===== config.mk =====
export PLATFORM = sky130hd
export DESIGN_NAME = ex_mem_stage_flat
export DESIGN_NICKNAME = d
export VERILOG_FILES = /design/src/rtl/ex_mem_if.sv /design/src/rtl/ex_mem_stage.sv /design/src/flat_wrapper.sv
export SDC_FILE = /design/constraint.sdc
export NUM_CORES = 1
export LEC_CHECK = 0
export ABC_AREA = 1
export BUFFER_PORTS_ARGS = -buffer_cell sky130_fd_sc_hd__buf_2
export CORE_MARGIN = 2
export CORE_UTILIZATION = 47
export CTS_BUF_LIST = sky130_fd_sc_hd__clkbuf_8
export CTS_CLUSTER_SIZE = 20
export DETAILED_ROUTE_END_ITERATION = 6
export PLACE_DENSITY_LB_ADDON = 0.3
export SLEW_MARGIN = 20
export SYNTH_ARGS = -nofsm -noshare
export SYNTH_HDL_FRONTEND = slang
export SYNTH_SLANG_ARGS = --single-unit
export TNS_END_PERCENT = 10

===== constraint.sdc =====
create_clock -name clk -period 2.11 [get_ports clk]
set_clock_uncertainty 0.15 [all_clocks]
set_input_delay 0.633 -clock clk [delete_from_list [all_inputs] [get_ports clk]]
set_output_delay 0.633 -clock clk [all_outputs]
set_load 0.01 [all_outputs]

===== src/rtl/ex_mem_if.sv =====
// EX/MEM boundary bundle: EX-side instruction and control inputs, MEM-side
// registered outputs, stall and the fetch redirect.
interface ex_mem_if #(
   parameter int DATA_WIDTH = 32,
   parameter int PC_W       = 9,
   parameter int REG_W      = 5
);
   logic                  stall;

   logic                  ex_valid;
   logic [DATA_WIDTH-1:0] ex_alu_result;
   logic [PC_W-1:0]       ex_pc;
   logic [PC_W-1:0]       ex_imm;
   logic [DATA_WIDTH-1:0] ex_rs2_data;
   logic [REG_W-1:0]      ex_rd;
   logic                  ex_reg_write;
   logic                  ex_mem_read;
   logic                  ex_mem_write;
   logic                  ex_mem_to_reg;
   logic                  ex_branch;
   logic                  ex_jump;

   logic                  mem_valid;
   logic [DATA_WIDTH-1:0] mem_alu_result;
   logic [DATA_WIDTH-1:0] mem_wdata;
   logic [REG_W-1:0]      mem_rd;
   logic                  mem_reg_write;
   logic                  mem_mem_read;
   logic                  mem_mem_write;
   logic                  mem_mem_to_reg;

   logic                  redirect;
   logic [PC_W-1:0]       redirect_pc;
   logic                  misalign_err;

   // Driven by the execute stage / core control
   modport master (
      output stall,
      output ex_valid, ex_alu_result, ex_pc, ex_imm, ex_rs2_data, ex_rd,
      output ex_reg_write, ex_mem_read, ex_mem_write, ex_mem_to_reg,
      output ex_branch, ex_jump,
      input  mem_valid, mem_alu_result, mem_wdata, mem_rd,
      input  mem_reg_write, mem_mem_read, mem_mem_write, mem_mem_to_reg,
      input  redirect, redirect_pc, misalign_err
   );

   // The pipeline register itself
   modport slave (
      input  stall,
      input  ex_valid, ex_alu_result, ex_pc, ex_imm, ex_rs2_data, ex_rd,
      input  ex_reg_write, ex_mem_read, ex_mem_write, ex_mem_to_reg,
      input  ex_branch, ex_jump,
      output mem_valid, mem_alu_result, mem_wdata, mem_rd,
      output mem_reg_write, mem_mem_read, mem_mem_write, mem_mem_to_reg,
      output redirect, redirect_pc, misalign_err
   );
endinterface


===== src/rtl/ex_mem_stage.sv =====
// EX/MEM pipeline register with branch/jump resolution, one-cycle redirect and
// wrong-path squashing. Optional target alignment check: EX_MEM_MISALIGN_CHECK_EN.
module ex_mem_stage #(
   parameter int DATA_WIDTH   = 32,
   parameter int PC_W         = 9,
   parameter int REG_W        = 5,
   parameter int SQUASH_DEPTH = 2
) (
   input  logic     clk,
   input  logic     reset,
   ex_mem_if.slave  bus
);

   typedef enum logic {
      RUN,
      SQUASH
   } state_t;

   state_t          state;
   state_t          state_nxt;
   logic [1:0]      sq_cnt;
   logic [1:0]      sq_cnt_nxt;

   logic            take;
   logic            taken;
   logic            misaligned;
   logic            do_redirect;
   logic            capture_valid;
   logic [PC_W-1:0] target;
   logic [PC_W-1:0] link_pc;

   // Resolve the EX slot and decide where the squash FSM goes next
   always_comb begin
      state_nxt     = state;
      sq_cnt_nxt    = sq_cnt;
      target        = bus.ex_pc + bus.ex_imm;
      link_pc       = bus.ex_pc + PC_W'(4);
      take          = bus.ex_valid && (state == RUN);
      taken         = take && (bus.ex_jump || (bus.ex_branch && bus.ex_alu_result[0]));
      misaligned    = 1'b0;
`ifdef EX_MEM_MISALIGN_CHECK_EN
      misaligned    = taken && (target[1:0] != 2'b00);
`endif
      do_redirect   = taken && !misaligned;
      capture_valid = take && !misaligned;

      if (!bus.stall) begin
         case (state)
            RUN: begin
               if (do_redirect) begin
                  state_nxt  = SQUASH;
                  sq_cnt_nxt = 2'(SQUASH_DEPTH);
               end
            end
            SQUASH: begin
               sq_cnt_nxt = sq_cnt - 2'd1;
               if (sq_cnt <= 2'd1) begin
                  state_nxt  = RUN;
                  sq_cnt_nxt = 2'd0;
               end
            end
            default: begin
               state_nxt  = RUN;
               sq_cnt_nxt = 2'd0;
            end
         endcase
      end
   end

   always_ff @(posedge clk) begin
      if (reset) begin
         state  <= RUN;
         sq_cnt <= 2'd0;
      end else begin
         state  <= state_nxt;
         sq_cnt <= sq_cnt_nxt;
      end
   end

   // MEM slot capture; a stall freezes everything here
   always_ff @(posedge clk) begin
      if (reset) begin
         bus.mem_valid      <= 1'b0;
         bus.mem_alu_result <= '0;
         bus.mem_wdata      <= '0;
         bus.mem_rd         <= '0;
         bus.mem_reg_write  <= 1'b0;
         bus.mem_mem_read   <= 1'b0;
         bus.mem_mem_write  <= 1'b0;
         bus.mem_mem_to_reg <= 1'b0;
         bus.redirect_pc    <= '0;
      end else if (!bus.stall) begin
         bus.mem_valid      <= capture_valid;
         bus.mem_alu_result <= bus.ex_jump ? DATA_WIDTH'(link_pc) : bus.ex_alu_result;
         bus.mem_wdata      <= bus.ex_rs2_data;
         bus.mem_rd         <= bus.ex_rd;
         bus.mem_reg_write  <= bus.ex_reg_write  && capture_valid;
         bus.mem_mem_read   <= bus.ex_mem_read   && capture_valid;
         bus.mem_mem_write  <= bus.ex_mem_write  && capture_valid;
         bus.mem_mem_to_reg <= bus.ex_mem_to_reg && capture_valid;
         bus.redirect_pc    <= target;
      end
   end

   // The redirect pulse ignores stall on its falling edge so it never repeats
   always_ff @(posedge clk) begin
      if (reset) begin
         bus.redirect <= 1'b0;
      end else begin
         bus.redirect <= do_redirect && !bus.stall;
      end
   end

`ifdef EX_MEM_MISALIGN_CHECK_EN
   always_ff @(posedge clk) begin
      if (reset) begin
         bus.misalign_err <= 1'b0;
      end else if (misaligned && !bus.stall) begin
         bus.misalign_err <= 1'b1;
      end
   end
`else
   assign bus.misalign_err = 1'b0;
`endif

endmodule


===== src/flat_wrapper.sv =====
// flat-port wrapper written by rule: the top's interface ports become plain ports
module ex_mem_stage_flat 
#(
   parameter int DATA_WIDTH   = 32,
   parameter int PC_W         = 9,
   parameter int REG_W        = 5,
   parameter int SQUASH_DEPTH = 2
)
  (clk, reset, bus_stall, bus_ex_valid, bus_ex_alu_result, bus_ex_pc, bus_ex_imm, bus_ex_rs2_data, bus_ex_rd, bus_ex_reg_write, bus_ex_mem_read, bus_ex_mem_write, bus_ex_mem_to_reg, bus_ex_branch, bus_ex_jump, bus_mem_valid, bus_mem_alu_result, bus_mem_wdata, bus_mem_rd, bus_mem_reg_write, bus_mem_mem_read, bus_mem_mem_write, bus_mem_mem_to_reg, bus_redirect, bus_redirect_pc, bus_misalign_err);
  ex_mem_if #(.DATA_WIDTH(DATA_WIDTH), .PC_W(PC_W), .REG_W(REG_W)) bus_i ();
  input  logic clk;
  input  logic reset;
  input wire logic [$bits(bus_i.stall)-1:0] bus_stall;
  input wire logic [$bits(bus_i.ex_valid)-1:0] bus_ex_valid;
  input wire logic [$bits(bus_i.ex_alu_result)-1:0] bus_ex_alu_result;
  input wire logic [$bits(bus_i.ex_pc)-1:0] bus_ex_pc;
  input wire logic [$bits(bus_i.ex_imm)-1:0] bus_ex_imm;
  input wire logic [$bits(bus_i.ex_rs2_data)-1:0] bus_ex_rs2_data;
  input wire logic [$bits(bus_i.ex_rd)-1:0] bus_ex_rd;
  input wire logic [$bits(bus_i.ex_reg_write)-1:0] bus_ex_reg_write;
  input wire logic [$bits(bus_i.ex_mem_read)-1:0] bus_ex_mem_read;
  input wire logic [$bits(bus_i.ex_mem_write)-1:0] bus_ex_mem_write;
  input wire logic [$bits(bus_i.ex_mem_to_reg)-1:0] bus_ex_mem_to_reg;
  input wire logic [$bits(bus_i.ex_branch)-1:0] bus_ex_branch;
  input wire logic [$bits(bus_i.ex_jump)-1:0] bus_ex_jump;
  output wire logic [$bits(bus_i.mem_valid)-1:0] bus_mem_valid;
  output wire logic [$bits(bus_i.mem_alu_result)-1:0] bus_mem_alu_result;
  output wire logic [$bits(bus_i.mem_wdata)-1:0] bus_mem_wdata;
  output wire logic [$bits(bus_i.mem_rd)-1:0] bus_mem_rd;
  output wire logic [$bits(bus_i.mem_reg_write)-1:0] bus_mem_reg_write;
  output wire logic [$bits(bus_i.mem_mem_read)-1:0] bus_mem_mem_read;
  output wire logic [$bits(bus_i.mem_mem_write)-1:0] bus_mem_mem_write;
  output wire logic [$bits(bus_i.mem_mem_to_reg)-1:0] bus_mem_mem_to_reg;
  output wire logic [$bits(bus_i.redirect)-1:0] bus_redirect;
  output wire logic [$bits(bus_i.redirect_pc)-1:0] bus_redirect_pc;
  output wire logic [$bits(bus_i.misalign_err)-1:0] bus_misalign_err;
  assign bus_i.stall = bus_stall;
  assign bus_i.ex_valid = bus_ex_valid;
  assign bus_i.ex_alu_result = bus_ex_alu_result;
  assign bus_i.ex_pc = bus_ex_pc;
  assign bus_i.ex_imm = bus_ex_imm;
  assign bus_i.ex_rs2_data = bus_ex_rs2_data;
  assign bus_i.ex_rd = bus_ex_rd;
  assign bus_i.ex_reg_write = bus_ex_reg_write;
  assign bus_i.ex_mem_read = bus_ex_mem_read;
  assign bus_i.ex_mem_write = bus_ex_mem_write;
  assign bus_i.ex_mem_to_reg = bus_ex_mem_to_reg;
  assign bus_i.ex_branch = bus_ex_branch;
  assign bus_i.ex_jump = bus_ex_jump;
  assign bus_mem_valid = bus_i.mem_valid;
  assign bus_mem_alu_result = bus_i.mem_alu_result;
  assign bus_mem_wdata = bus_i.mem_wdata;
  assign bus_mem_rd = bus_i.mem_rd;
  assign bus_mem_reg_write = bus_i.mem_reg_write;
  assign bus_mem_mem_read = bus_i.mem_mem_read;
  assign bus_mem_mem_write = bus_i.mem_mem_write;
  assign bus_mem_mem_to_reg = bus_i.mem_mem_to_reg;
  assign bus_redirect = bus_i.redirect;
  assign bus_redirect_pc = bus_i.redirect_pc;
  assign bus_misalign_err = bus_i.misalign_err;
  ex_mem_stage #(.DATA_WIDTH(DATA_WIDTH), .PC_W(PC_W), .REG_W(REG_W), .SQUASH_DEPTH(SQUASH_DEPTH)) u_core (.clk(clk), .reset(reset), .bus(bus_i));
endmodule

Word level (Yosys, flattened, before mapping):

Cells that the tools add are included.

* magnitude comparators: 1
* equality and inequality tests: 1
* bitwise gates (word level): 2
* shift operators: 0
* mux-type cells: 7
* add/sub/neg operators: 3
* divide/modulo/power cells: 0
* multiply operators: 0
* reduce and logical (&&, ||, !) cells: 11

Operators by type and width (number)
* 32-bit 2-to-1 mux: 1
* 9-bit by 3-bit adder with 9-bit output, second input constant: 1
* 9-bit adder: 1
* 1-bit logical AND: 8
* 2-bit 2-to-1 mux: 2
* 2-bit case mux with 2 select lines: 1
* 2-bit by 1-bit <= comparator with 1-bit output, second input constant: 1
* 1-bit 2-to-1 mux: 2
* 2-bit by 1-bit != test with 1-bit output, second input constant: 1
* 1-bit inverter: 2
* 1-bit case mux with 2 select lines: 1
* 2-bit AND reduction: 1
* 2-bit by 1-bit subtractor with 2-bit output, second input constant: 1
* 1-bit logical NOT: 1
* 1-bit logical OR: 1

* memories: 0
* bits in latches: 0
* register bits after elaboration: 87
* RAM bits: 0
* word-level logic and storage cells: 37
* ROM bits: 0
* bits of input ports: 97

Longest topological paths before layout:

* depth in word-level cells: 5
* depth in mapped cells: 10
* depth with buffers taken out: 10

Worst setup path after synthesis:

Ideal clock, no wire load.

* kind: input to register
* start: input bus_ex_imm[0]
* end: register u_core.bus.redirect_pc[8]
* path slack: 135 ps
* cell stages on the path: 10
* buffers on the path: 0
* data arrival time: 1716 ps
* library setup time: 109 ps
* cell sequence: ha_1 fa_1 nand2_1 nand2_1 nand3_1 nand2_1 nand2_1 nand3_1 nand2_1 inv_1

* longest elaborated chain between the ends: 1

RTL lines
* start, declared: line flat_wrapper.sv:17 `input wire logic [$bits(bus_i.ex_imm)-1:0] bus_ex_imm;`
* 9-bit adder: line ex_mem_stage.sv:36 `target = bus.ex_pc + bus.ex_imm;`
* end signal, assigned: line ex_mem_stage.sv:101 `bus.redirect_pc <= target;`
* end, declared: line ex_mem_if.sv:55 `output redirect, redirect_pc, misalign_err`

No other way between the ends.
A chain may end at the register's enable or synchronous reset.

Worst setup path in the final report:

* start: input bus_ex_imm[0]
* end: register u_core.bus.redirect_pc[6]

The elaborated chain is that of the path after synthesis.

==> metrics <==
status finished clean; vias per inst 4.86; CP endpoint kind flip-flop; die area roughly 0.0085 mm2; maxcap violations 0; CP startpoint kind input port; Detail Route Antenna Nets 0; Post-Synth XOR/XNOR Area 0.0143; syn_nets 602; post-synthesis mux area share 0; simple-gate portion of the synthesized area 0.262; Register-to-Register Path Depth 6; NumNets Final slightly below 800; worst IR drop on VDD around 510 uV; final instance area about 0.0048 mm2; Placement Rows 32; count leader, synth nand2_1; final-report setup violation count 0; Max Fanout on Critical Path 4; dpl hpwl between 6000 and 7000 um; Mapped Area around 0.0037 mm2; Storage cell area approximately 0.0017 mm2; worst setup margin around 290 ps; vias approximately 3800; Critical path origin bus_ex_imm[0]; Root Buffer Master clkbuf_8; CP Class in -> reg; clk sinks 87; slew margin rel. 0.659; RSZ-0062 raised after global routing false; net switching power figure between 0.9 and 1 mW; Hold Crit Class reg -> reg; footprint of the multi-input gates 0.00164 mm2; initial antenna violation count 0; pwr/cell area 781 mW/mm2; synth cell count leaders 104 x nand2_1, 98 x nor2_1, 87 x dfxtp_1; final wirelength roughly 9500 um; hold-fix buffers at CTS 0; share of cells above drive strength 1 0.312; Cells after Synth 495; clock latency on the worst-skew pair around 340 ps; CTS tree done; reg2reg start u_core.state; Main synth FF type dfxtp_1; final hold violations 0; Critical Path Sink u_core.bus.redirect_pc[6]; required time of the worst setup path ~2200 ps; hold-critical path depth 2; largest area contributor in the netlist dfxtp_1; FILL cells about 700; diode count 0; first-pass GRT wire length approximately 15000 um; total track usage 0.221; clk slew on worst S/H paths 90 ps; compound-cell area share of the yosys netlist 0.133; Synth top area share 0.475; Die W a little over 90 um; Placeable Area between 0.007 and 0.008 mm2; placed cell count 756; setup TNS 0 ps; Clock Power Share 0.368; number of global-route vias before repair 3359; placed instance area roughly 0.0046 mm2; R2R Path End u_core.sq_cnt[1]; drt initial violations 102; Post-CTS Resized 0; gpl congestion between 0.9 and 1; die height 92.3 um; Clock Path Buffers 2; non-filler cells, final around 770; flops & latches, synth 87; async set-or-reset flop fraction in the synthesized netlist 0; Max Fclk about 550 MHz; WP data arrival approximately 1900 ps; number of CTS-inserted buffers 9; combinational share of power 0.159; post-synthesis sequential area ratio 0.475; YS warnings 0; static leakage approximately 2.5 nW; top cells by area, synth dfxtp_1 48%, nand2_1 11%, nor2_1 10%; fin crit share 0.865; area grow syn2layout 32.3%; H-tree levels 3; Pre-antenna DRT Iters 4; sequential share of power 0.473; Final min period 1820 ps; FF-to-FF setup slack between 800 and 900 ps; DP Worst Slack -49.4 ps; biggest regs u_core.bus.mem_alu_result x32, u_core.bus.mem_wdata x32, u_core.bus.redirect_pc x9; internal power 2.79 mW; largest family of logic cells by synthesized area simple AND/OR/NAND/NOR gates; sw frac 0.262; Overflow after GRT 0; Avg Cell Area, Syn approximately 7.4 um2; Port Buf Inserts 180; I/O Pins roughly 180; wire per inst ~12 um; EDFF count, synth 0; fin. max-slew vios 0; # DRC 0; Starting Density 0.479; adder-cell share of the synthesized area 0.0362; largest net degree at the start of global routing just over 50; total setup buffers inserted after CTS 0; worst slew pin tran around 510 ps; Yosys cell types 25
==> layout make-up <==
cell class                 count  share of cell area
clock buffer                   9              0.0256
inverter                      30              0.0232
multi-input combinational    349               0.338
tap                          102              0.0263
clock inverter                 7              0.0245
sequential                    87               0.359
timing repair buffer         188               0.203
==> worst min path at each step <==
stage / to / start / slack [ps]
after floorplan: u_core.sq_cnt[1] / u_core.sq_cnt[1] / 310
after global placement: u_core.bus.mem_alu_result[10] / u_core.bus.mem_alu_result[10] / 300
after detailed placement: u_core.bus.mem_alu_result[12] / u_core.bus.mem_alu_result[12] / 300
after CTS: u_core.bus.mem_alu_result[30] / u_core.bus.mem_alu_result[30] / 320
after global routing: u_core.bus.mem_alu_result[24] / u_core.bus.mem_alu_result[24] / 330
final: u_core.bus.mem_alu_result[12] / u_core.bus.mem_alu_result[12] / 310
==> power by group through the flow <==
stage	clock (mW)	combinational [mW]	sequential, mW
after floorplan	0	0.302	1.88
after global placement	0	0.595	1.83
after detailed placement	0	0.606	1.83
after CTS	1.42	0.608	1.79
after global routing	1.48	0.681	1.80
final	1.39	0.604	1.79
==> critical path: stages <==
cell      delay, ps
buf_2           100
ha_1            220
fa_1            390
nand2_1          90
nand2_1         100
nand3b_1        130
nand2_1          60
nand2_1          50
nand3_1          60
nand2_1          60
inv_1            30
==> layer usage <==
metal | up-vias | routed length, um | track usage
met4 | 0 | 216 | 0.0833
met2 | 153 | 4280 | 0.360
met3 | 18 | 838 | 0.0600
met5 | - | 0 | 0
li1 | 1920 | - | -
met1 | 1664 | 4180 | 0.281
==> placed cells by master (no fill, tap or decap) <==
master and n:
nor2_1 98, o21ai_0 48, xor2_1 2, fa_1 1, conb_1 1, inv_1 29
o211ai_1 5, inv_6 2, nor2_4 1, buf_12 2, dfxtp_1 87, nand4_1 5
xnor2_1 4, inv_2 2, clkinvlp_4 1, buf_4 6, clkbuf_8 9, nand2_1 104
nand3_1 22, nand3b_1 4, or2_2 3, o21ai_1 2, buf_2 180, bufinv_16 3
ha_1 9, a21oi_1 40
==> cells by family (layout without fill, tap and decap cells) <==
logic type                 count (synthesis)  after routing
adders and majority gates                 10             10
DFF                                       87             87
other                                      1              1
and+or+nand+nor                          237            237
buffers and inverters                     59            234
AOI/OAI and AO/OA                         95             95
xor gates and xnor gates                   6              6
==> per-stage QoR <==
stage / hold slack (ps) / util / power (mW)
floorplan: 307 / - / 2.18
global placement: 300 / 0.602 / 2.42
detailed placement: 305 / 0.602 / 2.43
CTS: 318 / 0.634 / 3.82
global route: 333 / 0.634 / 3.96
finish: 315 / 0.634 / 3.79
No activity file was read; power rests on OpenSTA's default activity.
